==> config.mk <==
export PLATFORM = sky130hd
export DESIGN_NAME = fetch_unit
export DESIGN_NICKNAME = d
export VERILOG_FILES = /design/src/rtl/cpu_pkg.sv /design/src/rtl/fetch_fifo.sv /design/src/rtl/fetch_unit.sv
export SDC_FILE = /design/constraint.sdc
export NUM_CORES = 1
export LEC_CHECK = 0
export BUFFER_PORTS_ARGS = -buffer_cell sky130_fd_sc_hd__buf_4
export CAP_MARGIN = 20
export CORE_ASPECT_RATIO = 1.75
export CORE_UTILIZATION = 52
export DETAILED_ROUTE_END_ITERATION = 8
export GPL_TIMING_DRIVEN = 1
export PLACE_DENSITY = 0.75
export SLEW_MARGIN = 20
export SYNTH_ARGS = -nofsm -noshare
export SYNTH_HDL_FRONTEND = slang
export SYNTH_HIERARCHICAL = 1
export SYNTH_SLANG_ARGS = --single-unit
==> constraint.sdc <==
create_clock -name clk -period 3 [get_ports clk]
set_clock_uncertainty 0.2 [all_clocks]
set_input_delay 0.45 -clock clk [delete_from_list [all_inputs] [get_ports clk]]
set_output_delay 0.45 -clock clk [all_outputs]
set_load 0.02 [all_outputs]
==> src/rtl/cpu_pkg.sv <==
// Shared definitions for the instruction fetch path: FSM state encoding
// and the default geometry of the fetch unit.
package cpu_pkg;

   typedef enum logic [1:0] {
      IDLE  = 2'b00,
      FETCH = 2'b01,
      FULL  = 2'b10,
      FLUSH = 2'b11
   } fetch_state_t;

   localparam int DEF_ADDR_W   = 8;
   localparam int DEF_INSTR_W  = 32;
   localparam int DEF_RAM_SIZE = 4;
   localparam int DEF_QDEPTH   = 4;

endpackage

==> src/rtl/fetch_fifo.sv <==
// Prefetch queue: circular buffer of DEPTH entries (any DEPTH >= 2, not
// only powers of two). Clear empties it and wins over push and pop.
// The head output reads as zero while the queue is empty.
module fetch_fifo #(
   parameter int WIDTH = 40,
   parameter int DEPTH = 4
) (
   input  logic                         clk,
   input  logic                         reset,
   input  logic                         push,
   input  logic                         pop,
   input  logic                         clear,
   input  logic [WIDTH-1:0]             din,
   output logic [WIDTH-1:0]             dout,
   output logic [$clog2(DEPTH+1)-1:0]   count
);

   localparam int CNT_W = $clog2(DEPTH+1);
   localparam int PTR_W = (DEPTH > 1) ? $clog2(DEPTH) : 1;

   logic [WIDTH-1:0] mem [DEPTH];
   logic [PTR_W-1:0] rd_ptr;
   logic [PTR_W-1:0] wr_ptr;
   logic             full;
   logic             do_push;
   logic             do_pop;

   // Pointer increment with explicit wrap so non-power-of-two depths work.
   function automatic logic [PTR_W-1:0] bump(input logic [PTR_W-1:0] p);
      return (p == PTR_W'(DEPTH-1)) ? '0 : p + PTR_W'(1);
   endfunction

   assign full    = (count == CNT_W'(DEPTH));
   assign do_pop  = pop && !clear && (count != '0);
   assign do_push = push && !clear && (!full || do_pop);
   assign dout    = (count != '0) ? mem[rd_ptr] : '0;

   // Entry storage: data words carry no reset.
   always_ff @(posedge clk) begin
      if (do_push) mem[wr_ptr] <= din;
   end

   // Pointer and occupancy bookkeeping.
   always_ff @(posedge clk or posedge reset) begin
      if (reset) begin
         rd_ptr <= '0;
         wr_ptr <= '0;
         count  <= '0;
      end else if (clear) begin
         rd_ptr <= '0;
         wr_ptr <= '0;
         count  <= '0;
      end else begin
         if (do_push) wr_ptr <= bump(wr_ptr);
         if (do_pop)  rd_ptr <= bump(rd_ptr);
         if (do_push && !do_pop)      count <= count + CNT_W'(1);
         else if (!do_push && do_pop) count <= count - CNT_W'(1);
      end
   end

endmodule

==> src/rtl/fetch_unit.sv <==
// Instruction fetch unit: issues one outstanding read at a time, keeps a
// prefetch queue of {instruction, address}, and handles redirects. A
// redirect that lands while a read is in flight waits in FLUSH for that
// read to complete and throws its data away.
module fetch_unit
   import cpu_pkg::*;
#(
   parameter int ADDR_W   = DEF_ADDR_W,
   parameter int INSTR_W  = DEF_INSTR_W,
   parameter int RAM_SIZE = DEF_RAM_SIZE,
   parameter int QDEPTH   = DEF_QDEPTH
) (
   input  logic               clk,
   input  logic               reset,
   output logic               mem_req,
   output logic [ADDR_W-1:0]  mem_addr,
   input  logic               mem_ack,
   input  logic [INSTR_W-1:0] mem_rdata,
   input  logic               jmp_valid,
   input  logic [ADDR_W-1:0]  jmp_addr,
   output logic               ir_valid,
   output logic [INSTR_W-1:0] ir,
   output logic [ADDR_W-1:0]  ir_pc,
   input  logic               ir_ready,
   output logic [ADDR_W-1:0]  pc,
   output logic [1:0]         state,
   output logic               fault
);

   localparam int CNT_W = $clog2(QDEPTH+1);
   localparam logic [ADDR_W-1:0] LAST_ADDR = ADDR_W'(RAM_SIZE-1);

   fetch_state_t               st;
   logic [CNT_W-1:0]           count;
   logic [CNT_W-1:0]           count_nx;
   logic                       push;
   logic                       pop;
   logic                       jmp_bad;
   logic [ADDR_W-1:0]          jmp_tgt;
   logic [ADDR_W-1:0]          pc_inc;
   logic [INSTR_W+ADDR_W-1:0]  head;

   assign state    = st;
   assign ir_valid = (count != '0) && (st != FLUSH);
   assign pop      = ir_valid && ir_ready;
   assign push     = ((st == FETCH) || (st == FULL)) && mem_req && mem_ack && !jmp_valid;
   assign jmp_bad  = (32'(jmp_addr) >= RAM_SIZE);
   assign jmp_tgt  = jmp_bad ? '0 : jmp_addr;
   assign pc_inc   = (pc == LAST_ADDR) ? '0 : pc + ADDR_W'(1);
   assign ir       = head[ADDR_W +: INSTR_W];
   assign ir_pc    = head[ADDR_W-1:0];

   // Queue occupancy after the coming edge, used for issue and FULL decisions.
   always_comb begin
      count_nx = count;
      if (jmp_valid)           count_nx = '0;
      else if (push && !pop)   count_nx = count + CNT_W'(1);
      else if (!push && pop)   count_nx = count - CNT_W'(1);
   end

   fetch_fifo #(
      .WIDTH (INSTR_W + ADDR_W),
      .DEPTH (QDEPTH)
   ) u_fifo (
      .clk   (clk),
      .reset (reset),
      .push  (push),
      .pop   (pop),
      .clear (jmp_valid),
      .din   ({mem_rdata, mem_addr}),
      .dout  (head),
      .count (count)
   );

   // Fetch control FSM with registered request, address, pc and fault.
   always_ff @(posedge clk or posedge reset) begin
      if (reset) begin
         st       <= IDLE;
         pc       <= '0;
         mem_req  <= 1'b0;
         mem_addr <= '0;
         fault    <= 1'b0;
      end else if (jmp_valid) begin
         pc <= jmp_tgt;
         if (jmp_bad) fault <= 1'b1;
         if (st == FLUSH) begin
            if (mem_ack) begin
               mem_req <= 1'b0;
               st      <= FETCH;
            end
         end else if (mem_req && !mem_ack) begin
            st <= FLUSH;
         end else begin
            mem_req <= 1'b0;
            st      <= FETCH;
         end
      end else begin
         case (st)
            IDLE: st <= FETCH;
            FETCH: begin
               if (mem_req) begin
                  if (mem_ack) begin
                     mem_req <= 1'b0;
                     pc      <= pc_inc;
                     if (count_nx == CNT_W'(QDEPTH)) st <= FULL;
                  end
               end else if (count_nx < CNT_W'(QDEPTH)) begin
                  mem_req  <= 1'b1;
                  mem_addr <= pc;
               end else begin
                  st <= FULL;
               end
            end
            FULL: begin
               if (count_nx < CNT_W'(QDEPTH)) begin
                  st       <= FETCH;
                  mem_req  <= 1'b1;
                  mem_addr <= pc;
               end
            end
            FLUSH: begin
               if (mem_ack) begin
                  mem_req <= 1'b0;
                  st      <= FETCH;
               end
            end
            default: st <= IDLE;
         endcase
      end
   end

endmodule

==> reports/results.txt <==
Slew Viols, Final: 0
hold path startpoint: mem_rdata[9]
Final ANT Viol Nets: 0
Worst Tran Pin Value: 0.7717 ns
crit path kind: flop to flop
initial antenna violation count: 1
status: complete, no violations
largest net degree at the start of global routing: 41
CTS sink count: 187
Initial Util: 53.84%
cell taking the most area after synthesis: edfxtp_1
Hold Slack: 0.02671 ns
vias per cell: 5.700
fill cell count: 1042
dpl hpwl: 9.940 mm
Clk Latency, worst-skew pair: 0.42 ns
top cells by count, synth: 160 x edfxtp_1, 45 x nor2b_1, 40 x mux4_2
Die Area: 15540 um^2
Initial DRC Count: 175
Hold Path Sink: u_fifo/mem[0][17]
Port Buf Inserts: 105
Final setup viols: 0
Nets: 620
synthesis-to-layout area growth: 22.83%
Routability Congestion: 0.7948
Post-synth EDFFs: 160
Design Power: 0.006048 W
path depth of the worst reg2reg path: 11
drt total wl: 14.74 mm
per-cell routed wire length: 19.55 um
placed cell count: 720
area of the multi-input gates: 2218 um^2
required time worst endpoint: 3.15 ns
max-capacitance violation count: 0
top_reg_cell synth: edfxtp_1
Die Y: 164.2 um
PD cells: 630.1 nW/um^2
postcts setup bufs: 0
Tmin final: 2.904 ns
syn avg cell area: 18.13 um^2
Gate Count Post-Synth: 431
final core utilization: 66.13%
Net Count, Synth: 491
core area: 14510 um^2
post-synthesis cell area: 7814 um^2
CTS root buffer: clkbuf_16
worst flop-to-flop path startpoint: u_fifo/count[0]
global-route wire length before repair: 23.47 mm
Synth Register Bits: 187
Vias: 4298
CTS tree: yes
leakage: 3.566 nW
Tcrit/Tclk final: 96.81%
Worst-path clk slew: 0.07 ns
post-synthesis cell type count: 51
post-synthesis sequential area ratio: 70.14%
Final Hold Vio Count: 0
top-area cell type share of the netlist area: 61.49%
# rows: 58
Startpoint Class: flop
CTS max path bufs: 2
Reg area: 5487 um^2
H-tree levels: 4
Synth area leaders: edfxtp_1 61%, mux4_2 12%, dfrtp_1 8.6%, nor2b_1 3.6%, ha_1 2.2%
Die W: 94.67 um
Tot GR Track Use: 20.52%
R2R Setup Slk: 0.1 ns
Final WS setup: 0.09556 ns
fraction of layout cells with a size suffix above 1: 41.54%
Slew HR: 48.50%
I/O pins: 106
Worst Hold Class: input port to flop
Fmax: 344.3 MHz
total grt overflow: 0
Final Non-Filler Cells: 754
dpl ws: 0.02327 ns
most frequent cell after synthesis: edfxtp_1
CTS Buf Count: 17
async set-reset flop share out of synthesis: 14.44%
Crit Path Max Fanout: 3
WHS Path Cells: 1
CP Data Arrival Time: 3.05 ns
Syn. warnings: 6
worst vdd ir: 433.7 uV
drt first pass iters: 4
vias in the first global route: 4638
crit end category: flop
Remaining DRCs: 0
worst flop-to-flop path endpoint: u_fifo/count[2]
==> per-layer routing <==
layer / GRT usage [%] / routed length (um) / vias to the layer above / part of all wire, %
met4: 8.815 / 353 / 0 / 2.4
li1: - / - / 1955 / -
met3: 5.000 / 550 / 24 / 3.7
met2: 37.02 / 8298 / 110 / 56
met1: 22.46 / 5540 / 2209 / 38
met5: 0 / 0 / - / 0
==> logic make-up after synthesis <==
| kind of cell | share of synthesized area (%) |
|---|---|
| muxes | 13.19 |
| and+or+nand+nor | 7.942 |
| buffers and inverters | 1.841 |
| DFF | 70.14 |
| AOI/OAI and AO/OA | 4.164 |
| xor gates and xnor gates | 0.2242 |
| adders and majority gates | 2.498 |
==> power breakdown <==
part / switching, W / internal (W) / total (W) / leakage (nW)
Clock: 0.000989 / 0.00110 / 0.00209 / 0.279
Combinational: 0.000564 / 0.000451 / 0.00101 / 1.45
Sequential: 0.0000516 / 0.00289 / 0.00295 / 1.84
==> layout by cell type, fill, tap and decap left out, drive strengths merged, types with 3 or more instances in the layout <==
cell type / instances
nor3: 3
nand3: 7
nor2: 15
edfxtp: 160
mux2i: 4
clkinv: 7
inv: 21
buf: 127
and3: 10
a21oi: 5
nand2b: 5
o21ai: 16
mux4: 40
clkbuf: 18
o31ai: 7
dfrtp: 27
mux2: 8
nor2b: 45
ha: 14
==> state kept, by name, summed over array words and instances (netlist names) <==
name / count
u_fifo/mem: 160
mem_addr: 8
pc: 8
u_fifo/count: 3
state: 2
u_fifo/rd_ptr: 2
u_fifo/wr_ptr: 2
fault: 1
mem_req: 1
==> worst max-delay path, stage by stage (launching register included) <==
cell and delay, ns:
dfrtp_2 0.41, inv_2 0.06, ha_2 0.17, and2b_2 0.15, nor2_1 0.06, or4b_4 0.48, and2_4 0.19, ha_2 0.19
fa_2 0.33, xnor2_1 0.15, or3_1 0.33, a21oi_2 0.13
==> how the worst max path moves through the flow <==
stage                          from         endpoint  slack [ns]  depth (start not counted)
finish              u_fifo/count[0]  u_fifo/count[2]         0.1                         11
global route        u_fifo/count[0]  u_fifo/count[2]       -0.02                         11
CTS                        state[0]  u_fifo/count[2]       0.005                         11
detailed placement         state[0]  u_fifo/count[2]        0.02                         11
global placement    u_fifo/count[0]  u_fifo/count[2]        0.14                         11
floorplan           u_fifo/count[1]  u_fifo/count[2]        0.02                         11
==> area by class of cell <==
| cell class | count | share of cell area [%] |
|---|---|---|
| antenna | 1 | 0.02607 |
| clock buffer | 18 | 4.471 |
| clock inverter | 14 | 1.330 |
| inverter | 14 | 0.5606 |
| multi-input combinational | 212 | 23.11 |
| sequential | 187 | 57.16 |
| tap | 180 | 2.346 |
| timing repair buffer | 128 | 10.99 |
==> timing repair <==
item,4_1_cts,5_1_grt
resized for setup,0,5
hold buffers,1,0
hold endpoints to repair,27,0
endpoints found under the setup margin,0,3
==> stage by stage <==
step | TNS, ns | instance area [um^2]
floorplan | 0 | 7830
global placement | 0 | 9014
detailed placement | 0 | 9014
CTS | 0 | 9580
global route | -0.01786 | 9598
finish | 0 | 9598
Power figures use the tool's default switching activity.
